===== config.mk =====
export PLATFORM = sky130hd
export DESIGN_NAME = fft_input_buffer
export DESIGN_NICKNAME = d
export VERILOG_FILES = /design/src/rtl/fft_input_buffer.sv
export SDC_FILE = /design/constraint.sdc
export NUM_CORES = 1
export LEC_CHECK = 0
export BUFFER_PORTS_ARGS = -buffer_cell sky130_fd_sc_hd__buf_2
export CAP_MARGIN = 5
export CORE_MARGIN = 5
export CORE_UTILIZATION = 45
export DETAILED_ROUTE_END_ITERATION = 8
export GPL_ROUTABILITY_DRIVEN = 0
export PLACE_DENSITY = 0.74
export SLEW_MARGIN = 15
export SYNTH_ARGS = -nofsm -noshare
export SYNTH_HDL_FRONTEND = slang
export SYNTH_SLANG_ARGS = --single-unit

===== constraint.sdc =====
create_clock -name clk -period 3.32 [get_ports clk]
set_clock_uncertainty 0.2 [all_clocks]
set_input_delay 0.498 -clock clk [delete_from_list [all_inputs] [get_ports clk]]
set_output_delay 0.498 -clock clk [all_outputs]
set_load 0.02 [all_outputs]

===== src/rtl/fft_input_buffer.sv =====
// Frame buffer for a 16-point radix-2 FFT: collects 16 real samples and emits 8 butterfly pairs (x[k], x[k+8]).
// Define FFT_BUF_PINGPONG_EN for two alternating banks (no input stall); default is one bank with an 8-cycle stall per frame.
module fft_input_buffer (
  input  logic        clk,
  input  logic        rst,
  input  logic        din_valid,
  input  logic [15:0] din,
  output logic        din_ready,
  output logic        pair_valid,
  output logic [63:0] i0,
  output logic [63:0] i1,
  output logic [2:0]  pair_idx,
  output logic        pair_last
);

  typedef enum logic {
    BANK_FILL  = 1'b0,
    BANK_DRAIN = 1'b1
  } bank_state_t;

  bank_state_t bank_st   [2];
  bank_state_t bank_st_d [2];
  logic        wr_sel, wr_sel_d;
  logic        rd_sel, rd_sel_d;
  logic [3:0]  wr_ptr, wr_ptr_d;
  logic [2:0]  rd_ptr, rd_ptr_d;
  logic        din_ready_d;
  logic        xfer;
  logic        drain_active;
  logic [15:0] mem [2][16];

  function automatic logic [63:0] fmt_sample(input logic [15:0] s);
    fmt_sample = {{8{s[15]}}, s, 8'h00, 32'h0000_0000};
  endfunction

  // Banks complete and drain in the same alternating order, so rd_sel simply follows wr_sel one frame behind.
  always_comb begin
    bank_st_d    = bank_st;
    wr_sel_d     = wr_sel;
    rd_sel_d     = rd_sel;
    wr_ptr_d     = wr_ptr;
    rd_ptr_d     = rd_ptr;
    xfer         = din_valid & din_ready;
    drain_active = (bank_st[rd_sel] == BANK_DRAIN);

    if (xfer) begin
      wr_ptr_d = wr_ptr + 4'd1;
      if (wr_ptr == 4'd15) begin
        bank_st_d[wr_sel] = BANK_DRAIN;
`ifdef FFT_BUF_PINGPONG_EN
        wr_sel_d = ~wr_sel;
`endif
      end
    end

    if (drain_active) begin
      rd_ptr_d = rd_ptr + 3'd1;
      if (rd_ptr == 3'd7) begin
        bank_st_d[rd_sel] = BANK_FILL;
`ifdef FFT_BUF_PINGPONG_EN
        rd_sel_d = ~rd_sel;
`endif
      end
    end

    // Registered next-state view: din_ready mirrors "write bank is in FILL" without touching din_valid.
    din_ready_d = (bank_st_d[wr_sel_d] == BANK_FILL);
  end

  always_ff @(posedge clk or negedge rst) begin
    if (!rst) begin
      bank_st   <= '{BANK_FILL, BANK_FILL};
      wr_sel    <= 1'b0;
      rd_sel    <= 1'b0;
      wr_ptr    <= '0;
      rd_ptr    <= '0;
      din_ready <= 1'b0;
    end else begin
      bank_st   <= bank_st_d;
      wr_sel    <= wr_sel_d;
      rd_sel    <= rd_sel_d;
      wr_ptr    <= wr_ptr_d;
      rd_ptr    <= rd_ptr_d;
      din_ready <= din_ready_d;
    end
  end

  always_ff @(posedge clk) begin
    if (xfer) begin
      mem[wr_sel][wr_ptr] <= din;
    end
  end

  always_ff @(posedge clk or negedge rst) begin
    if (!rst) begin
      pair_valid <= 1'b0;
      pair_idx   <= '0;
      pair_last  <= 1'b0;
      i0         <= '0;
      i1         <= '0;
    end else if (drain_active) begin
      pair_valid <= 1'b1;
      pair_idx   <= rd_ptr;
      pair_last  <= (rd_ptr == 3'd7);
      i0         <= fmt_sample(mem[rd_sel][{1'b0, rd_ptr}]);
      i1         <= fmt_sample(mem[rd_sel][{1'b1, rd_ptr}]);
    end else begin
      pair_valid <= 1'b0;
      pair_idx   <= '0;
      pair_last  <= 1'b0;
    end
  end

endmodule


==> results of run 1 <==
path summary, 6_finish.rpt:
check / end / slack, ps / cells after the start
max in group asynchronous: wr_ptr[2] / 1990 / 3
setup / recovery: mem[0][214] / 1030 / 4
setup reg to reg: mem[0][214] / 1030 / 4
min in group asynchronous: i0[45] / 320 / 2
hold / removal: mem[0][111] / 160 / 1
hold reg to reg: i1[45] / 310 / 1
area by class of cell:
class	count	area (um2)	area share (%)
Inverter	7	26.28	0.1972
Timing Repair Buffer	100	610.6	4.583
Tap cell	335	419.2	3.146
Clock buffer	43	828.3	6.217
Clock inverter	11	60.06	0.4508
Sequential cell	302	8842	66.37
Multi-Input combinational cell	291	2536	19.04
worst register-to-register path: stages (launching register included):
cell and delay (ps):
dfrtp_1 340, and2_1 360, nand2_1 200, nor3_2 590, buf_4 310
cells in the final DEF, fill, tap and decap left out:
cell type	n
nor2_1	11
buf_12	3
o21ai_0	1
clkinv_1	5
buf_2	72
a221o_1	30
nand2_1	7
nand2b_1	3
o22ai_1	30
inv_1	7
nand4_1	2
dfrtp_4	1
nand3_1	1
and2_1	4
nor3_1	2
mux4_2	32
nor3_2	4
ha_1	6
clkbuf_1	9
nand3b_1	1
clkbuf_8	5
a211o_1	2
inv_6	3
dlygate4sd3_1	1
o32ai_1	2
mux2_2	3
mux2i_1	65
clkbuf_16	29
conb_1	80
buf_4	24
xor2_1	1
xnor2_1	3
nor2_2	1
edfxtp_1	256
clkinv_2	3
dfrtp_1	45
timing repair:
item / CTS / global route
hold buffers: 1 / 0
resized for setup: 0 / 0
endpoints found under the hold margin: 17 / 0
setup endpoints to repair: 0 / 0
stage by stage:
stage,total power (uW),cell area (um2),utilization [%],hold slack (ps),instances
global placement,8280,12420,47.54,292.7,1034
finish,11290,13320,50.98,156.7,1089
CTS,11400,13320,50.98,135.8,1089
detailed placement,8350,12420,47.54,300.4,1034
global route,11830,13320,50.98,150.2,1089
floorplan,7571,12290,-,2.409,727
routing by layer:
layer  wire length (um)  share of wire [%]
met1              10130                 42
met2              11850                 49
met3               1935                8.0
met4                331                1.4
met5                  0                  0
logic make-up (layout without fill, tap and decap cells):
family / count (synthesis) / count (layout) / synth area share (%)
DFF: 302 / 302 / 73.68
buffers and inverters: 134 / 161 / 7.834
muxes: 100 / 100 / 11.71
AOI/OAI and AO/OA: 65 / 65 / 4.402
and+or+nand+nor: 36 / 36 / 1.419
adders and majority gates: 6 / 6 / 0.6258
xor gates and xnor gates: 4 / 4 / 0.2921
other: 1 / 80 / 0.03126
power groups by stage:
stage                     combinational (uW)  sequential, uW  clock (uW)
after global placement                  3110            5170           0
after CTS                               3190            5110        3100
after global routing                    3390            5170        3270
final                                   3150            5100        3040
after detailed placement                3180            5170           0
after floorplan                         2360            5220           0
registers in the layout, indices dropped and copies added, names as in the netlist:
signal and flops:
i1 16, rd_ptr 3, mem 256, pair_valid 1, bank_st 1, wr_ptr 4
pair_last 1, din_ready 1, pair_idx 3, i0 16
==> flow_summary.ini, run 1 <==
[timing]
finalSetupTns_ps = 0
maxSlewViolCount = 0
worst_slew_pin_slew_ps = 735.3
hold_viol = 0
min_period_ps = 2293
grt_setup_unrepaired = no
fin_crit_sh_pct = 69.06
fmax_ghz = 0.4362
setup-violations-final = 0
relSlewSlack_pct = 50.71
worst_slack_ps = 1027

[critical_path]
crit_required_ps = 3350
max_stage_delay_ps = 590
regToRegStartpoint = din_ready
arrival_ps = 2320
critPathLaunch = din_ready
crit_family = simple AND/OR/NAND/NOR gates
crit_buf_inv = 1
cp_cell_sequence = and2_1, nand2_1, nor3_2, buf_4
crit_path_start_kind = flop
critPathCaptureType = flop
path_max_fanout = 10
critPathKind = reg2reg
crit_path_top_delay_cell = nor3_2

[power]
p_sw_share_pct = 31.40
p_leak_uw = 0.004952
intPower_uw = 7747
pwr-share-seq_pct = 45.2
clockPowerShare_pct = 26.9
power.density_nw_per_um2 = 847.6
pwr-share-comb_pct = 27.9
p_switching_uw = 3546
vdd_drop_max_mv = 0.5649

[global_route]
grt-busiest-layer = met2
grt_max_degree = 31
grt_use_total_pct = 15.78
antenna_found_initial = 0
grt_use_met2_pct = 26.36
grt_util_met1_pct = 22.38
grt_pass1_wl_um = 36900
gr-usage-met3_pct = 2.814
grt_overflow = 0
grt_pass1_vias = 6047

[clock_network]
clock_path_buffers = 3
cts_buffers = 29
tritoncts_num_sinks = 302
htreeDepth = 1
postCtsSetupRepairBufs = 0
worstSkewPairLatency_ps = 540
path_clk_slew_ps = 60
cts_tree = built
root_buffer = clkbuf_16

[die]
core_um2 = 26130
rows = 59
dieArea_um2 = 30020
die_h_um = 173.3
io_pins = 153
die_x_um = 173.3
initial_core_util_pct = 45.90

[synth]
synth-seq-cells = 302
synth.avg_cell_area_um2 = 18.51
async_flop_share_pct = 15.23
syn_area_um2 = 12000
synth_edf_count = 256
yosysTopAreaCellShare_pct = 64.09
yosys-top-cells-count = edfxtp_1 (256), buf_4 (102), mux2i_1 (65), dfrtp_1 (46), mux4_2 (32)
ys_warn_count = 0
synth_most_common_cell = edfxtp_1
ys.flop_type = edfxtp_1
seq_area_frac_synth_pct = 73.68
synth_top_area_cell = edfxtp_1
synthDistinctLibCells = 30
synth_cells = 648
ys_top_cells_by_area = edfxtp_1 (64%), dfrtp_1 (9.6%), buf_4 (6.4%), mux4_2 (6.0%), mux2i_1 (5.4%)

[hold_path]
hp-start = din[15]
hold_path_class = in2reg

[final_layout]
nFillCells = 2082
syn2layout_area_growth_pct = 11.07
drive_gt1_share_pct = 23.87
final_nets = 756
diodes = 0

[drt]
vias_per_cell = 5.432
wire_per_inst_um = 22.27
drc_errors = 0
ant_nets = 0
drt_iter0_drc = 538
first_pass_iters = 5
via_count = 5915
routed_wl_um = 24250

[job]
drv_cap = 0

[run_status]
outcome = completed

[placed_design]
io_buffers = 72
dp_hpwl_um = 14630
place_ws_ps = 769.0
Note: power is estimated with default switching activity, not from simulation.
==> run 2, diff against run 1 <==
Settings changed: ABC_AREA set to 1, PLACE_DENSITY 0.74 to 0.76.
Clock period 3.32 ns to 2.1 ns, I/O delays scaled along.
==> run 2 against run 1 <==
Compared with the run above:
- count of clock-buffer cells in the layout is 1 higher
- largest power group unchanged
- critical path type is now in2reg
- highest routed layer unchanged
- largest cell class unchanged
- critical endpoint is now mem[0][21]
- cell count increased by 53%
- total power rose by 66%
==> flow_summary.ini, run 2 <==
[critical_path]
arrival_ps = 1920
path_max_fanout = 9
crit_path_start_kind = primary input
crit_buf_inv = 4
cpMostUsedCell = nand2_1
crit_required_ps = 2130
crit_path_top_delay_cell = dlygate4sd3_1
max_stage_delay_ps = 520
critPathKind = in2reg
cp_cell_sequence = dlygate4sd3_1, buf_2, nand2_1, inv_1, nand2_1, nor2_1, buf_4
critPathCaptureType = flop
crit_family = buffers and inverters

[die]
initial_core_util_pct = 45.40
dieArea_um2 = 32380
die_x_um = 179.9
core_um2 = 28630
rows = 62
die_h_um = 179.9
io_pins = 153

[drt]
routed_wl_um = 28730
vias_per_cell = 4.984
met3_length_um = 2983
via_count = 8318
drt_iter0_drc = 996
first_pass_iters = 5
top_layer = met4
wl_met1_um = 11430
drc_errors = 0
wire_per_inst_um = 17.21
ant_nets = 0
wl_met2_um = 13650

[power]
p_leak_uw = 0.006234
vdd_drop_max_mv = 1.058
power.density_nw_per_um2 = 1310

[final_layout]
regMostFlops = mem
final_common_cell = nand2_1
largest_register_ffs = 256
syn2layout_area_growth_pct = 10.42
diodes = 0
nFillCells = 2421
final_core_util_pct = 50.13
drive_gt1_share_pct = 12.14
final_nets = 1288
mostFrequentLayoutCells = nand2_1 (372), edfxtp_1 (256), nand3_1 (194), inv_1 (138), conb_1 (80)
largestRegisters = mem: 256 flops, i0: 16 flops, i1: 16 flops
layoutNonFillerInstCount = 1669

[synth]
synth_most_common_cell = nand2_1
syn_area_um2 = 13000
yosys-top-cells-count = nand2_1 (372), edfxtp_1 (256), nand3_1 (194), inv_1 (139), buf_4 (100)
async_flop_share_pct = 15.23
synth_top_area_cell = edfxtp_1
synth.avg_cell_area_um2 = 10.92
synth-seq-cells = 302
synth_cells = 1190
ys.flop_type = edfxtp_1
ys_top_cells_by_area = edfxtp_1 (59%), nand2_1 (11%), dfrtp_1 (8.9%), nand3_1 (7.5%), buf_4 (5.8%)
seq_area_frac_synth_pct = 68.01
synthDistinctLibCells = 17
synth_edf_count = 256
ys_warn_count = 0
yosysTopAreaCellShare_pct = 59.15

[clock_network]
path_clk_slew_ps = 60
cts_resized = 0
tritoncts_num_sinks = 302
root_buffer = clkbuf_16
htreeDepth = 1
cts_buffers = 28
worstSkewPairLatency_ps = 530
clock_path_buffers = 3
cts_tree = built

[global_route]
grt_overflow = 0
grt_use_total_pct = 17.15
antenna_found_initial = 0
grt_pass1_vias = 7796
grt_max_degree = 55
grt_pass1_wl_um = 44330

[timing]
fin_crit_sh_pct = 89.77
min_period_ps = 1885
setup-violations-final = 0
fmax_ghz = 0.5305
grt_setup_unrepaired = no
maxSlewViolCount = 0
hold_viol = 0
worst_slew_pin_slew_ps = 743.9
relSlewSlack_pct = 50.41

[hold_path]
hold_path_class = in2reg

[run_status]
outcome = completed

[placed_design]
io_buffers = 72
dp_hpwl_um = 17990
dp.cells = 1615

[job]
drv_cap = 0
[run 2: changes by cell type in the layout (fill, tap and decap cells not counted), sizes merged, moves of 8 or more]
cell   delta
mux2i    -65
o22ai    -30
buf      +12
nor2      +8
nand3   +193
nand2   +365
mux4     -32
a221o    -30
inv     +131
[run 2: metal layers]
layer	up-vias	track usage [%]
li1	3850	-
met5	-	0
met2	491	28.71
met3	53	2.648
met4	0	3.840
met1	3924	23.93
[run 2: repair_timing]
item | 4_1_cts | 5_1_grt
endpoints found under the hold margin | 26 | 0
hold buffers | 2 | 0
setup endpoints to repair | 0 | 0
setup buffers | 0 | 0
[run 2: path summary, 6_finish.rpt]
path	depth (start not counted)	start	slack [ps]	end
max	7	din_valid	210	mem[0][21]
min	1	din[4]	10	mem[0][180]
max reg2reg	5	din_ready	270	mem[0][21]
min reg2reg	2	i1[51]	290	i1[51]
max in group asynchronous	3	rst	920	wr_ptr[3]
min in group asynchronous	2	rst	200	rd_ptr[0]
[run 2: kinds of logic (layout without fill, tap and decap cells)]
group / count (synthesis) / count (layout) / share of synthesized area, %
other: 1 / 80 / 0.02885
AND/OR/NAND/NOR: 586 / 586 / 18.81
flip-flops: 302 / 302 / 68.01
buffers and inverters: 290 / 306 / 12.32
AO/OA/AOI/OAI: 3 / 3 / 0.1155
XOR/XNOR: 2 / 2 / 0.1348
adder cells (fa/ha/maj): 6 / 6 / 0.5776
[run 2: stage by stage]
stage	TNS [ps]	hold WS [ps]	worst slack [ps]	power, uW	area (um2)
floorplan	-3031	-180.6	-24.24	12490	13300
global placement	0	201.2	277.1	13920	13460
detailed placement	0	203.7	221.9	14050	13460
CTS	0	5.414	220.8	18840	14350
global route	0	8.845	115.0	19850	14350
finish	0	12.84	214.9	18800	14350
[run 2: area by class of cell]
class / instances / area (um2) / area share, %
flip-flops and latches: 302 / 8843 / 61.63
repair buffers: 113 / 773.2 / 5.388
clock inverters: 8 / 63.81 / 0.4447
well taps: 384 / 480.5 / 3.348
multi-input cells: 677 / 2855 / 19.90
inverters: 141 / 531.8 / 3.706
clock buffers: 44 / 802.0 / 5.589
[run 2: worst reg2reg max path: cells and delay by family (launching register included)]
kind | cells | cell delay [ps]
flip-flops | 1 | 340
AND/OR/NAND/NOR | 3 | 580
buffers and inverters | 2 | 420
[run 2: report_power, final]
group	internal [uW]	switching, uW	total, uW
clock	2740	2060	4790
sequential	7360	405	7760
combinational	1840	4410	6240
total	11900	6870	18800
==> run 3, diff against run 2 <==
Settings changed: ABC_AREA 1 to unset.
==> run 3 against run 2 <==
Compared with the run above:
- critical path depth is 4 lower
- die area is 7.3% lower
- register-to-register slack worse by 120 ps
- cell count is 33% lower
==> flow_summary.ini, run 3 (same netlist as run 1, synthesis figures left out) <==
[run_status]
outcome = completed

[global_route]
grt_max_degree = 31
antenna_found_initial = 1
grt_overflow = 0
grt_pass1_wl_um = 37200
grt_pass1_vias = 6276
grt_use_total_pct = 15.83

[critical_path]
crit_family = multiplexers
cp_cell_sequence = buf_12, mux4_2, a221o_1
rr_worst_depth = 3
critPathCaptureType = flop
crit_required_ps = 2320
critical_path_depth = 3
critPathKind = reg2reg
crit_path_top_delay_cell = mux4_2
crit_path_start_kind = flop
crit_buf_inv = 1
path_max_fanout = 27
max_stage_delay_ps = 530
arrival_ps = 2170

[hold_path]
hold_path_class = in2reg
holdPathStages = 3

[job]
drv_cap = 0

[power]
vdd_drop_max_mv = 1.044
p_switching_uw = 5723
power.density_nw_per_um2 = 1358
pwr-share-seq_pct = 42.1
clockPowerShare_pct = 29.7
p_sw_share_pct = 30.36
p_leak_uw = 0.005209
intPower_uw = 13130
pwr-share-comb_pct = 28.3

[final_layout]
mostFrequentLayoutCells = edfxtp_1 (256), conb_1 (80), buf_2 (72), mux2i_1 (65), dfrtp_1 (45)
final_common_cell = edfxtp_1
largest_register_ffs = 256
syn2layout_area_growth_pct = 15.70
drive_gt1_share_pct = 26.24
largestRegisters = mem: 256 flops, i0: 16 flops, i1: 16 flops
regMostFlops = mem
ff_latch_area_um2 = 8842
nFillCells = 2043
diodes = 0
final_nets = 790
layoutNonFillerInstCount = 1124
multi_input_area_um2 = 2544

[drt]
drt_iter0_drc = 480
first_pass_iters = 5
drc_errors = 0
routed_wl_um = 24210
ant_nets = 0
vias_per_cell = 5.348
via_count = 6011
wire_per_inst_um = 21.53

[die]
dieArea_um2 = 30020
io_pins = 153
die_x_um = 173.3
die_h_um = 173.3
core_um2 = 26130
rows = 59
initial_core_util_pct = 45.90

[clock_network]
cts_tree = built
ctsHoldBuffers = 17
root_buffer = clkbuf_16
postCtsSetupRepairBufs = 0
worstSkewPairLatency_ps = 550
htreeDepth = 1
cts_resized = 0
path_clk_slew_ps = 70
clock_path_buffers = 3
tritoncts_num_sinks = 302
cts_buffers = 30

[placed_design]
place_ws_ps = 110.6
dp.cells = 1051
dp_hpwl_um = 14930
io_buffers = 72

[timing]
worst_slack_ps = 150.2
setup-violations-final = 0
fin_crit_sh_pct = 92.85
relSlewSlack_pct = 54.45
fmax_ghz = 0.5129
grt_setup_unrepaired = no
min_period_ps = 1950
maxSlewViolCount = 0
hold_slack_ps = 122.0
hold_viol = 0
worst_slew_pin_slew_ps = 683.3
-- run 3: tightest hold or removal path: stages --
cell and delay [ps]:
buf_2 70, and2_1 340, xnor2_1 100
-- run 3: worst paths after layout --
check	start	to	slack, ps
worst max-delay path	rd_ptr[0]	i1[51]	150
worst min-delay path	din_valid	wr_ptr[0]	120
worst max register to register	rd_ptr[0]	i1[51]	150
worst min register to register	i1[43]	i1[43]	310
max in group asynchronous	rst	i0[51]	940
min in group asynchronous	rst	wr_ptr[0]	150
-- run 3: routing by layer --
metal  GRT usage, %  up-vias  wire length [um]
met3          2.814       50              1807
li1               -     2603                 -
met5              0        -                13
met2          27.39      265             12140
met4          4.490        2               620
met1          20.70     3091              9626
-- run 3: power groups by stage --
stage | registers (uW) | logic (uW) | clock network, uW
6_report | 7930 | 5330 | 5590
3_5_place_dp | 8050 | 5360 | 0
5_1_grt | 8030 | 5720 | 5960
4_1_cts | 7940 | 5410 | 5690
2_1_floorplan | 8240 | 3750 | 0
3_3_place_gp | 8030 | 5220 | 0
-- run 3: cell type report --
cell class	count	share of cell area (%)
repair buffers	133	7.194
well taps	335	3.020
multi-input cells	291	18.33
flip-flops and latches	302	63.71
clock inverters	22	1.884
inverters	7	0.1893
clock buffers	34	5.671
-- run 3: through the flow --
stage          cell area [um2]  setup TNS (ps)  util, %  total power [uW]
2_1_floorplan            12320          -37510        -             11990
3_5_place_dp             12660               0    48.44             13410
3_3_place_gp             12660               0    48.44             13250
6_report                 13880               0    53.11             18850
5_1_grt                  13880               0    53.11             19700
4_1_cts                  13880               0    53.11             19040
